--- src/rtl/audacq_stereo.sv ---
// ---------------------------------------------------------------------------
// audacq_stereo
//   I2S-style audio capture block. It generates sck/ws from a tick divider,
//   shifts in sd MSB-first for the left and right channels, and queues the
//   completed samples in a FIFO that the host drains over a simple register
//   bus (CTRL 0x0, STAT 0x4, DATA 0x8).
//
// Optional feature macro: AUDACQ_IRQ_EN
//   When it is defined, the irq port and the CTRL[15:8] watermark field exist.
//   When it is undefined, there is no irq port, the watermark reads 0 and
//   writes to it are ignored.
//
// Ports
//   clk    in   single clock, rising edge
//   rst    in   asynchronous, active-high reset
//   addr   in   register byte address (4 bits)
//   w_rb   in   1 = write, 0 = read
//   acc    in   access size; only `BUS_ACC_4B is legal
//   req    in   bus request
//   wdata  in   write data (32 bits)
//   rdata  out  registered read data, valid with resp
//   resp   out  completion, one cycle after a legal request
//   fault  out  combinational flag for an illegal request
//   sck    out  serial clock
//   ws     out  word select (0 = left, 1 = right/idle)
//   sd     in   serial data
//   irq    out  level interrupt (AUDACQ_IRQ_EN only)
// ---------------------------------------------------------------------------
`ifndef BUS_ACC_WIDTH
`define BUS_ACC_WIDTH 2
`endif
`ifndef BUS_ACC_4B
`define BUS_ACC_4B 2'b10
`endif

module audacq_stereo #(
    parameter int PRIMARY_DIV  = 26,
    parameter int SAMPLE_WIDTH = 24,
    parameter int FIFO_DEPTH   = 16
) (
    input  logic                      clk,
    input  logic                      rst,
    input  logic [3:0]                addr,
    input  logic                      w_rb,
    input  logic [`BUS_ACC_WIDTH-1:0] acc,
    input  logic                      req,
    input  logic [31:0]               wdata,
    output logic [31:0]               rdata,
    output logic                      resp,
    output logic                      fault,
    output logic                      sck,
    output logic                      ws,
    input  logic                      sd
`ifdef AUDACQ_IRQ_EN
    ,
    output logic                      irq
`endif
);

    localparam int AW = $clog2(FIFO_DEPTH);
    localparam int LW = AW + 1;

    typedef enum logic [1:0] {S_IDLE, S_LEFT, S_RIGHT} state_t;

    logic                    r_en, r_stereo, r_ovf;
    logic [7:0]              r_wmark;
    logic [AW-1:0]           r_wptr, r_rptr;
    logic [LW-1:0]           r_level;
    logic [31:0]             r_mem [FIFO_DEPTH];
    logic [7:0]              r_div;
    state_t                  r_state, w_state_nxt;
    logic [5:0]              r_cnt;
    logic [6:0]              r_frame;
    logic [SAMPLE_WIDTH-1:0] r_shift;
    logic                    r_push;
    logic [31:0]             r_push_data;
    logic                    r_resp;
    logic [31:0]             r_rdata;

    logic        w_addr_ok, w_valid, w_wr_ctrl, w_wr_stat, w_rd_data;
    logic        w_empty, w_full, w_pop, w_push_ok, w_ovf_set;
    logic        w_tick, w_last, w_cap, w_done;
    logic [23:0] w_al;
    logic [31:0] w_stat, w_ctrl, w_rd_val;
    logic        w_unused;

    // ---------------- bus decode ----------------
    assign w_addr_ok = (addr == 4'h0) | (addr == 4'h4) | (addr == 4'h8);
    assign fault     = req & (~w_addr_ok | (acc != `BUS_ACC_4B) | (w_rb & (addr == 4'h8)));
    assign w_valid   = req & ~fault;
    assign w_wr_ctrl = w_valid &  w_rb & (addr == 4'h0);
    assign w_wr_stat = w_valid &  w_rb & (addr == 4'h4);
    assign w_rd_data = w_valid & ~w_rb & (addr == 4'h8);

    assign w_empty   = (r_level == '0);
    assign w_full    = (r_level == LW'(FIFO_DEPTH));
    assign w_pop     = w_rd_data & ~w_empty;
    // When full, a simultaneous pop frees the slot the push is written into.
    assign w_push_ok = r_push & (~w_full | w_pop);
    assign w_ovf_set = r_push &  w_full & ~w_pop;

    assign w_stat = {22'b0, w_empty, r_ovf, 8'(r_level)};
    assign w_ctrl = {16'b0, r_wmark, 6'b0, r_stereo, r_en};

    always_comb begin
        w_rd_val = 32'b0;
        case (addr)
            4'h0:    w_rd_val = w_ctrl;
            4'h4:    w_rd_val = w_stat;
            4'h8:    w_rd_val = w_empty ? 32'b0 : r_mem[r_rptr];
            default: w_rd_val = 32'b0;
        endcase
    end

    assign w_unused = &{1'b0, wdata};

    always_ff @(posedge clk or posedge rst) begin
        if (rst) begin
            r_resp  <= 1'b0;
            r_rdata <= 32'b0;
        end else begin
            r_resp <= w_valid;
            if (w_valid) r_rdata <= w_rb ? 32'b0 : w_rd_val;
        end
    end

    assign resp  = r_resp;
    assign rdata = r_rdata;

    // ---------------- control registers ----------------
    always_ff @(posedge clk or posedge rst) begin
        if (rst) begin
            r_en     <= 1'b0;
            r_stereo <= 1'b0;
            r_wmark  <= 8'b0;
        end else if (w_wr_ctrl) begin
            r_en     <= wdata[0];
            r_stereo <= wdata[1];
`ifdef AUDACQ_IRQ_EN
            r_wmark  <= wdata[15:8];
`endif
        end
    end

    // ---------------- tick divider ----------------
    assign w_tick = r_en & (r_div == 8'(PRIMARY_DIV - 1));

    always_ff @(posedge clk or posedge rst) begin
        if (rst)                   r_div <= 8'b0;
        else if (!r_en || w_tick)  r_div <= 8'b0;
        else                       r_div <= r_div + 8'd1;
    end

    // ---------------- frame FSM ----------------
    assign w_last = w_tick & (r_cnt == 6'd63);

    always_ff @(posedge clk or posedge rst) begin
        if (rst)        r_state <= S_IDLE;
        else if (!r_en) r_state <= S_IDLE;
        else            r_state <= w_state_nxt;
    end

    always_comb begin
        w_state_nxt = r_state;
        if (w_last) begin
            case (r_state)
                S_IDLE:  w_state_nxt = S_LEFT;
                S_LEFT:  w_state_nxt = S_RIGHT;
                S_RIGHT: w_state_nxt = S_LEFT;
                default: w_state_nxt = S_IDLE;
            endcase
        end
    end

    // Outputs are gated with EN so they idle high in the same cycle EN drops.
    always_comb begin
        sck = 1'b1;
        ws  = 1'b1;
        if (r_en && (r_state != S_IDLE)) begin
            sck = r_cnt[0];
            ws  = (r_state == S_RIGHT);
        end
    end

    always_ff @(posedge clk or posedge rst) begin
        if (rst) begin
            r_cnt   <= 6'b0;
            r_frame <= 7'b0;
            r_push  <= 1'b0;
        end else begin
            if (!r_en)       r_cnt <= 6'b0;
            else if (w_tick) r_cnt <= r_cnt + 6'd1;
            if (w_last && (r_state == S_RIGHT)) r_frame <= r_frame + 7'd1;
            r_push <= w_done;
        end
    end

    // ---------------- capture datapath ----------------
    // Exactly SAMPLE_WIDTH shifts happen per channel slot, so stale bits from
    // an aborted slot are always shifted out before the next sample completes.
    assign w_cap  = w_tick & (r_state != S_IDLE) & ~r_cnt[0] & (r_cnt != 6'd0)
                  & (r_cnt <= 6'(2 * SAMPLE_WIDTH));
    assign w_done = w_last & ((r_state == S_LEFT) | ((r_state == S_RIGHT) & r_stereo));
    assign w_al   = 24'({r_shift, 24'b0} >> SAMPLE_WIDTH);

    always_ff @(posedge clk) begin
        if (w_cap)  r_shift     <= {r_shift[SAMPLE_WIDTH-2:0], sd};
        if (w_done) r_push_data <= {(r_state == S_RIGHT), r_frame, w_al};
        if (w_push_ok) r_mem[r_wptr] <= r_push_data;
    end

    // ---------------- FIFO control ----------------
    always_ff @(posedge clk or posedge rst) begin
        if (rst) begin
            r_wptr  <= '0;
            r_rptr  <= '0;
            r_level <= '0;
            r_ovf   <= 1'b0;
        end else begin
            if (w_push_ok) r_wptr <= r_wptr + AW'(1);
            if (w_pop)     r_rptr <= r_rptr + AW'(1);
            case ({w_push_ok, w_pop})
                2'b10:   r_level <= r_level + LW'(1);
                2'b01:   r_level <= r_level - LW'(1);
                default: r_level <= r_level;
            endcase
            if (w_ovf_set)                  r_ovf <= 1'b1;
            else if (w_wr_stat && wdata[8]) r_ovf <= 1'b0;
        end
    end

`ifdef AUDACQ_IRQ_EN
    logic r_irq;
    always_ff @(posedge clk or posedge rst) begin
        if (rst) r_irq <= 1'b0;
        else     r_irq <= r_ovf | ((r_wmark != 8'd0) & (8'(r_level) >= r_wmark));
    end
    assign irq = r_irq;
`endif

endmodule

--- config.mk ---
export PLATFORM = sky130hd
export DESIGN_NAME = audacq_stereo
export DESIGN_NICKNAME = d
export VERILOG_FILES = /design/src/rtl/audacq_stereo.sv
export SDC_FILE = /design/constraint.sdc
export NUM_CORES = 1
export LEC_CHECK = 0
export ABC_AREA = 1
export CAP_MARGIN = 0
export CORE_MARGIN = 4
export CORE_UTILIZATION = 40
export CTS_CLUSTER_SIZE = 25
export DETAILED_ROUTE_END_ITERATION = 7
export MAX_ROUTING_LAYER = met4
export PLACE_DENSITY = 0.62
export SLEW_MARGIN = 25
export SYNTH_ARGS = -nofsm -noshare
export SYNTH_HDL_FRONTEND = slang
export SYNTH_SLANG_ARGS = --single-unit
--- constraint.sdc ---
create_clock -name clk -period 4.6 [get_ports clk]
set_input_delay 1.15 -clock clk [delete_from_list [all_inputs] [get_ports clk]]
set_output_delay 1.15 -clock clk [all_outputs]
set_load 0.1 [all_outputs]
==> metrics.cfg, run 1 <==
[critical_path]
worstPathMaxFanout = 6
crit_arrival_ns = 2.49
critPathLaunchType = register
required_ns = 3.45
cp-end-kind = output port
crit_type = register to output port

[sta]
slew_viol_final = 0
maxSlewHeadroom = 0.310
rsz0062_at_grt = no
worst_slack_ns = 0.963
period_minus_slack_ns = 3.64
hold_viol = 0
finalSetupViolCount = 0
tns_ns = 0
fin_worst_skew_ns = 0.0214
fmax_mhz = 275
tightest_slew_ns = 1.03
fin_crit_sh = 0.791

[cts]
cts_tree = yes
numCtsBuffers = 67
clkTransAtPathRegs_ns = 0.06
ctsHoldBuffers = 0
root_buffer = clkbuf_16
postCtsSetupRepairBufs = 0
cts-htree-levels = 3
clk_path_buf_depth = 3
clkSinkCount = 641
worstSkewPairLatency_ns = 0.60
post_cts_resized = 0

[synthesis]
async_flop_share = 0.114
netlist.area_leader.share = 0.667
ys_seq_area_frac = 0.738
synthTopCellsByCount = edfxtp_1 (568), nor2_1 (359), o21ai_0 (215)
syn-instance-count = 1968
synth_edf_count = 568
ys.flop_type = edfxtp_1
avgSynthCellArea_um2 = 13.0
syn_area_um2 = 25600
synth.largest_area_cell = edfxtp_1
yosysWarningCount = 8
synth_seq_cells = 641
synth_area_leaders = edfxtp_1 (67%), dfrtp_1 (7.1%), nor2_1 (5.3%), o21ai_0 (4.2%), nand2_1 (2.8%)
syn_nets = 2025
synth.most_common_cell = edfxtp_1
ys_types = 46

[placed_design]
gp_congestion = 0.807
hpwl_um = 30100
place_ws_ns = 0.683
io_buffers = 49
dp_cells = 2787

[power]
peakVddDrop_uv = 200
p_total_mw = 12.2
power_density_nw_per_um2 = 417
leakagePower_nw = 9.67

[die]
initial_utilization = 0.405
die_x_um = 261
die-area_um2 = 68000
rows = 92
pin_count = 79
die_h_um = 261
core_um2 = 63200

[route]
ant_nets = 0
wl_um = 59100
drt_iter0_drc = 1220
dr.pass1.iters = 5
dr_total_vias = 15400
wire_per_inst_um = 20.3
avgViaCountPerCell = 5.29
drc_errors = 0

[grt]
antenna_found_initial = 1
grt_pass1_vias = 15100
track_usage = 0.178
grt_pass1_wl_um = 89600
grt_max_degree = 171
grt_overflow_total = 0

[run]
maxCapViolCount = 0

[cells_and_area]
num-fill-cells = 5513
final_nets = 2067
stdcell_count = 2909
drive_gt1_frac = 0.0989
synthToLayoutAreaGrowth_pct = 14.5

[run_status]
status = finished, final reports clean

[worst_hold_path]
hold_class = register to register

worst max-delay path, cell delays in order (launching register included):
cell,delay (ns)
dfrtp_1,0.43
inv_1,0.21
nor2_1,0.08
nand2_1,0.06
clkdlybuf4s50_1,1.13
cells in the final DEF, fill, tap and decap left out, types with 11 or more instances in the layout:
cell type and n:
clkbuf_16 70, buf_4 21, nand2_1 194, buf_12 16, ha_1 13, a21oi_1 17
clkdlybuf4s50_1 47, o31ai_1 29, clkbuf_1 12, o211ai_1 79, clkinv_1 11, nor2_4 21
o21ai_1 48, edfxtp_1 568, nand3_1 64, xor2_1 11, dfrtp_1 70, o22ai_1 20
inv_1 74, clkinv_2 15, nor2_1 343, o21ai_0 214, o211ai_2 14
flip-flops by register name, indices dropped and copies added, names as in the netlist:
name and cells:
r_cnt 6, r_shift 24, r_rptr 4, r_ovf 1, r_stereo 1, r_push 1, r_mem 512, rdata 32
r_frame 7, r_wptr 4, resp 1, r_state 2, r_en 1, r_div 8, r_level 5, r_push_data 32
power by group:
group | internal [mW] | switching (mW)
registers | 6.30 | 0.0483
logic | 0.167 | 0.368
clock network | 3.12 | 2.19
total | 9.59 | 2.60
cell type report:
type,count,area (um^2),area share
Sequential cell,641,18900,0.645
Multi-Input combinational cell,1131,5870,0.200
Clock buffer,85,1840,0.0628
Tap cell,846,1060,0.0362
Timing Repair Buffer,85,953,0.0326
Clock inverter,36,330,0.0113
Inverter,84,328,0.0112
Antenna cell,1,2.50,0.0000855
logic make-up (layout without fill, tap and decap cells):
logic type | Yosys count | after routing | share of synthesized area
and+or+nand+nor | 655 | 655 | 0.105
DFF | 641 | 641 | 0.738
AOI/OAI and AO/OA | 447 | 447 | 0.107
buffers and inverters | 196 | 290 | 0.0375
xor gates and xnor gates | 15 | 15 | 0.00514
adders and majority gates | 14 | 14 | 0.00714
other | 0 | 1 | 0
metrics by stage:
step	hold slack, ns	area, um^2	util
5_1_grt	0.435	29300	0.463
3_3_place_gp	0.411	27100	0.429
3_5_place_dp	0.407	27100	0.429
6_report	0.420	29300	0.463
2_1_floorplan	0.400	25600	-
4_1_cts	0.421	29300	0.463
routing by layer:
metal,global-route usage,wire length [um],vias to the layer above
li1,-,-,7201
met1,0.219,24900,7635
met2,0.300,29300,455
met3,0.0301,3410,95
met4,0.0581,1460,0
met5,-,0,-
final timing paths:
path                             start              end  slack [ns]  depth (start not counted)
max                               r_en              sck        0.96                          4
min                        r_shift[23]  r_push_data[23]        0.42                          0
max reg2reg                   r_div[1]  r_push_data[13]        1.69                         11
min reg2reg                r_shift[23]  r_push_data[23]        0.42                          0
max in group asynchronous          rst         rdata[9]        2.56                          3
min in group asynchronous          rst        r_rptr[1]        1.03                          2
(Power assumes the default switching activity.)
==> inputs of run 2 (changes only) <==
Clock period 4.6 ns to 3.5 ns, I/O delays scaled along.
==> metrics.cfg, run 2 (synthesis gave the netlist of run 1 again) <==
[run_status]
status = finished, final reports clean

[run]
maxCapViolCount = 0  ; unchanged

[critical_path]
r2r_start = r_rptr[0]
worst-r2r-setup-slack_ns = 0.99  ; -0.70 ns
worstReg2RegEnd = rdata[1]
reg2reg_depth = 12  ; +1
crit_arrival_ns = 2.22  ; -0.27 ns
crit_type = primary input to output port
required_ns = 2.62  ; -0.83 ns
worstPathMaxFanout = 3  ; -3
critPathLaunchType = primary input
cp-end-kind = output port

[sta]
fin_worst_skew_ns = 0.0174  ; -0.00403 ns
tightest_slew_ns = 0.799  ; -0.235 ns
fmax_mhz = 324
maxSlewHeadroom = 0.467  ; +0.156
fin_crit_sh = 0.883
hold_viol = 0  ; unchanged
finalSetupViolCount = 0  ; unchanged
slew_viol_final = 0  ; unchanged
period_minus_slack_ns = 3.09
tns_ns = 0  ; unchanged
whs_ns = 0.418  ; -0.00185 ns
rsz0062_at_grt = no

[die]
die-area_um2 = 68000  ; unchanged
pin_count = 79  ; unchanged
rows = 92  ; unchanged
die_x_um = 261  ; unchanged
initial_utilization = 0.405  ; unchanged
core_um2 = 63200  ; unchanged
die_h_um = 261  ; unchanged

[worst_hold_path]
min_path_cells = 0  ; unchanged
hold_class = register to register
hold-path-endpoint = r_push_data[23]
hold_start = r_shift[23]

[cells_and_area]
drive_gt1_frac = 0.123  ; +0.0240
final_nets = 2098  ; +1.5%
final_cell_mix = edfxtp_1 (568), nor2_1 (343), o21ai_0 (214)
final_common_cell = edfxtp_1
antenna_cells = 0  ; -1
stdcell_count = 2936  ; +0.93%
regMostFlops = r_mem
post-route-util = 0.466  ; +0.00309
largest_reg_flops = 512  ; unchanged
synthToLayoutAreaGrowth_pct = 15.2

[placed_design]
dp_cells = 2817  ; +1.1%
hpwl_um = 34000  ; +13%
gp_congestion = 0.822  ; +1.9%
io_buffers = 49  ; unchanged

[power]
peakVddDrop_uv = 291  ; +45%
power_density_nw_per_um2 = 539  ; +29%
leakagePower_nw = 9.85  ; +1.9%

[cts]
clk_path_buf_depth = 3  ; unchanged
cts-htree-levels = 3  ; unchanged
root_buffer = clkbuf_16
cts_tree = yes
clkSinkCount = 641  ; unchanged
numCtsBuffers = 68  ; +1.5%
clkTransAtPathRegs_ns = 0.06  ; about the same
post_cts_resized = 0  ; unchanged
postCtsSetupRepairBufs = 0  ; unchanged
worstSkewPairLatency_ns = 0.60  ; about the same
ctsHoldBuffers = 0  ; unchanged

[route]
dr_total_vias = 15800  ; +2.6%
avgViaCountPerCell = 5.38  ; +1.6%
dr.pass1.iters = 6  ; +1
wl_um = 60700  ; +2.7%
drc_errors = 0  ; unchanged
ant_nets = 0  ; unchanged
drt_iter0_drc = 1473  ; +21%
wire_per_inst_um = 20.7  ; +1.8%

[grt]
track_usage = 0.183  ; +0.00582
antenna_found_initial = 0  ; -1
grt_pass1_vias = 15600  ; +3.5%
grt_overflow_total = 0  ; unchanged
grt_max_degree = 111  ; -35%
grt_pass1_wl_um = 92500  ; +3.2%

[run 2: cell types whose count changed in the layout (fill, tap and decap cells not counted), moves of 2 or more]
cell / previous run / this run
buf_4: 21 / 76
buf_12: 16 / 26
bufinv_16: 5 / 3
clkdlybuf4s50_1: 47 / 13
clkinv_2: 15 / 4
clkbuf_1: 12 / 22
[run 2: through the flow]
step                setup WS [ns]  power (mW)  instance area [um^2]
finish                      0.409        15.9                 29500
global placement            0.130        9.21                 27400
floorplan                 -0.0617        9.02                 25600
CTS                         0.408        16.0                 29500
global route                0.271        16.4                 29500
detailed placement         0.0608        9.23                 27400
[run 2: worst max-delay path, cell delays in order]
cell and delay, ns:
clkdlybuf4s50_1 0.52, inv_2 0.05, nor2_1 0.10, nand3_1 0.15, a21oi_1 0.30, buf_12 0.21
[run 2: worst max path at each step]
stage	start	to	slack [ns]	depth (start not counted)
finish	addr[3]	fault	0.41	6
global route	addr[3]	fault	0.27	6
CTS	addr[3]	fault	0.41	6
detailed placement	addr[1]	r_level[4]	0.06	16
global placement	addr[3]	r_level[4]	0.13	16
floorplan	addr[1]	r_mem[0][0]	-0.06	11
[run 2: metal layers]
metal  vias up  GRT usage  share of wire  wire (um)
met5         -          -              0          0
met4         0     0.0502          0.023       1390
met3        87     0.0280          0.057       3470
met2       447      0.296           0.49      29600
met1      7987      0.244           0.43      26300
li1       7263          -              -          -
[run 2: area by class of cell]
cell class              instances  area (um^2)
clock buffers                  95         1880
flip-flops and latches        641        18900
multi-input cells            1131         5880
repair buffers                115         1220
fillers                      5445        33700
well taps                     846         1060
clock inverters                24          214
inverters                      84          327
[run 2: power breakdown]
group	switching, mW	total (mW)	internal (mW)
sequential	0.0720	8.35	8.28
combinational	0.488	0.717	0.229
clock	2.84	6.81	3.97
total	3.40	15.9	12.5
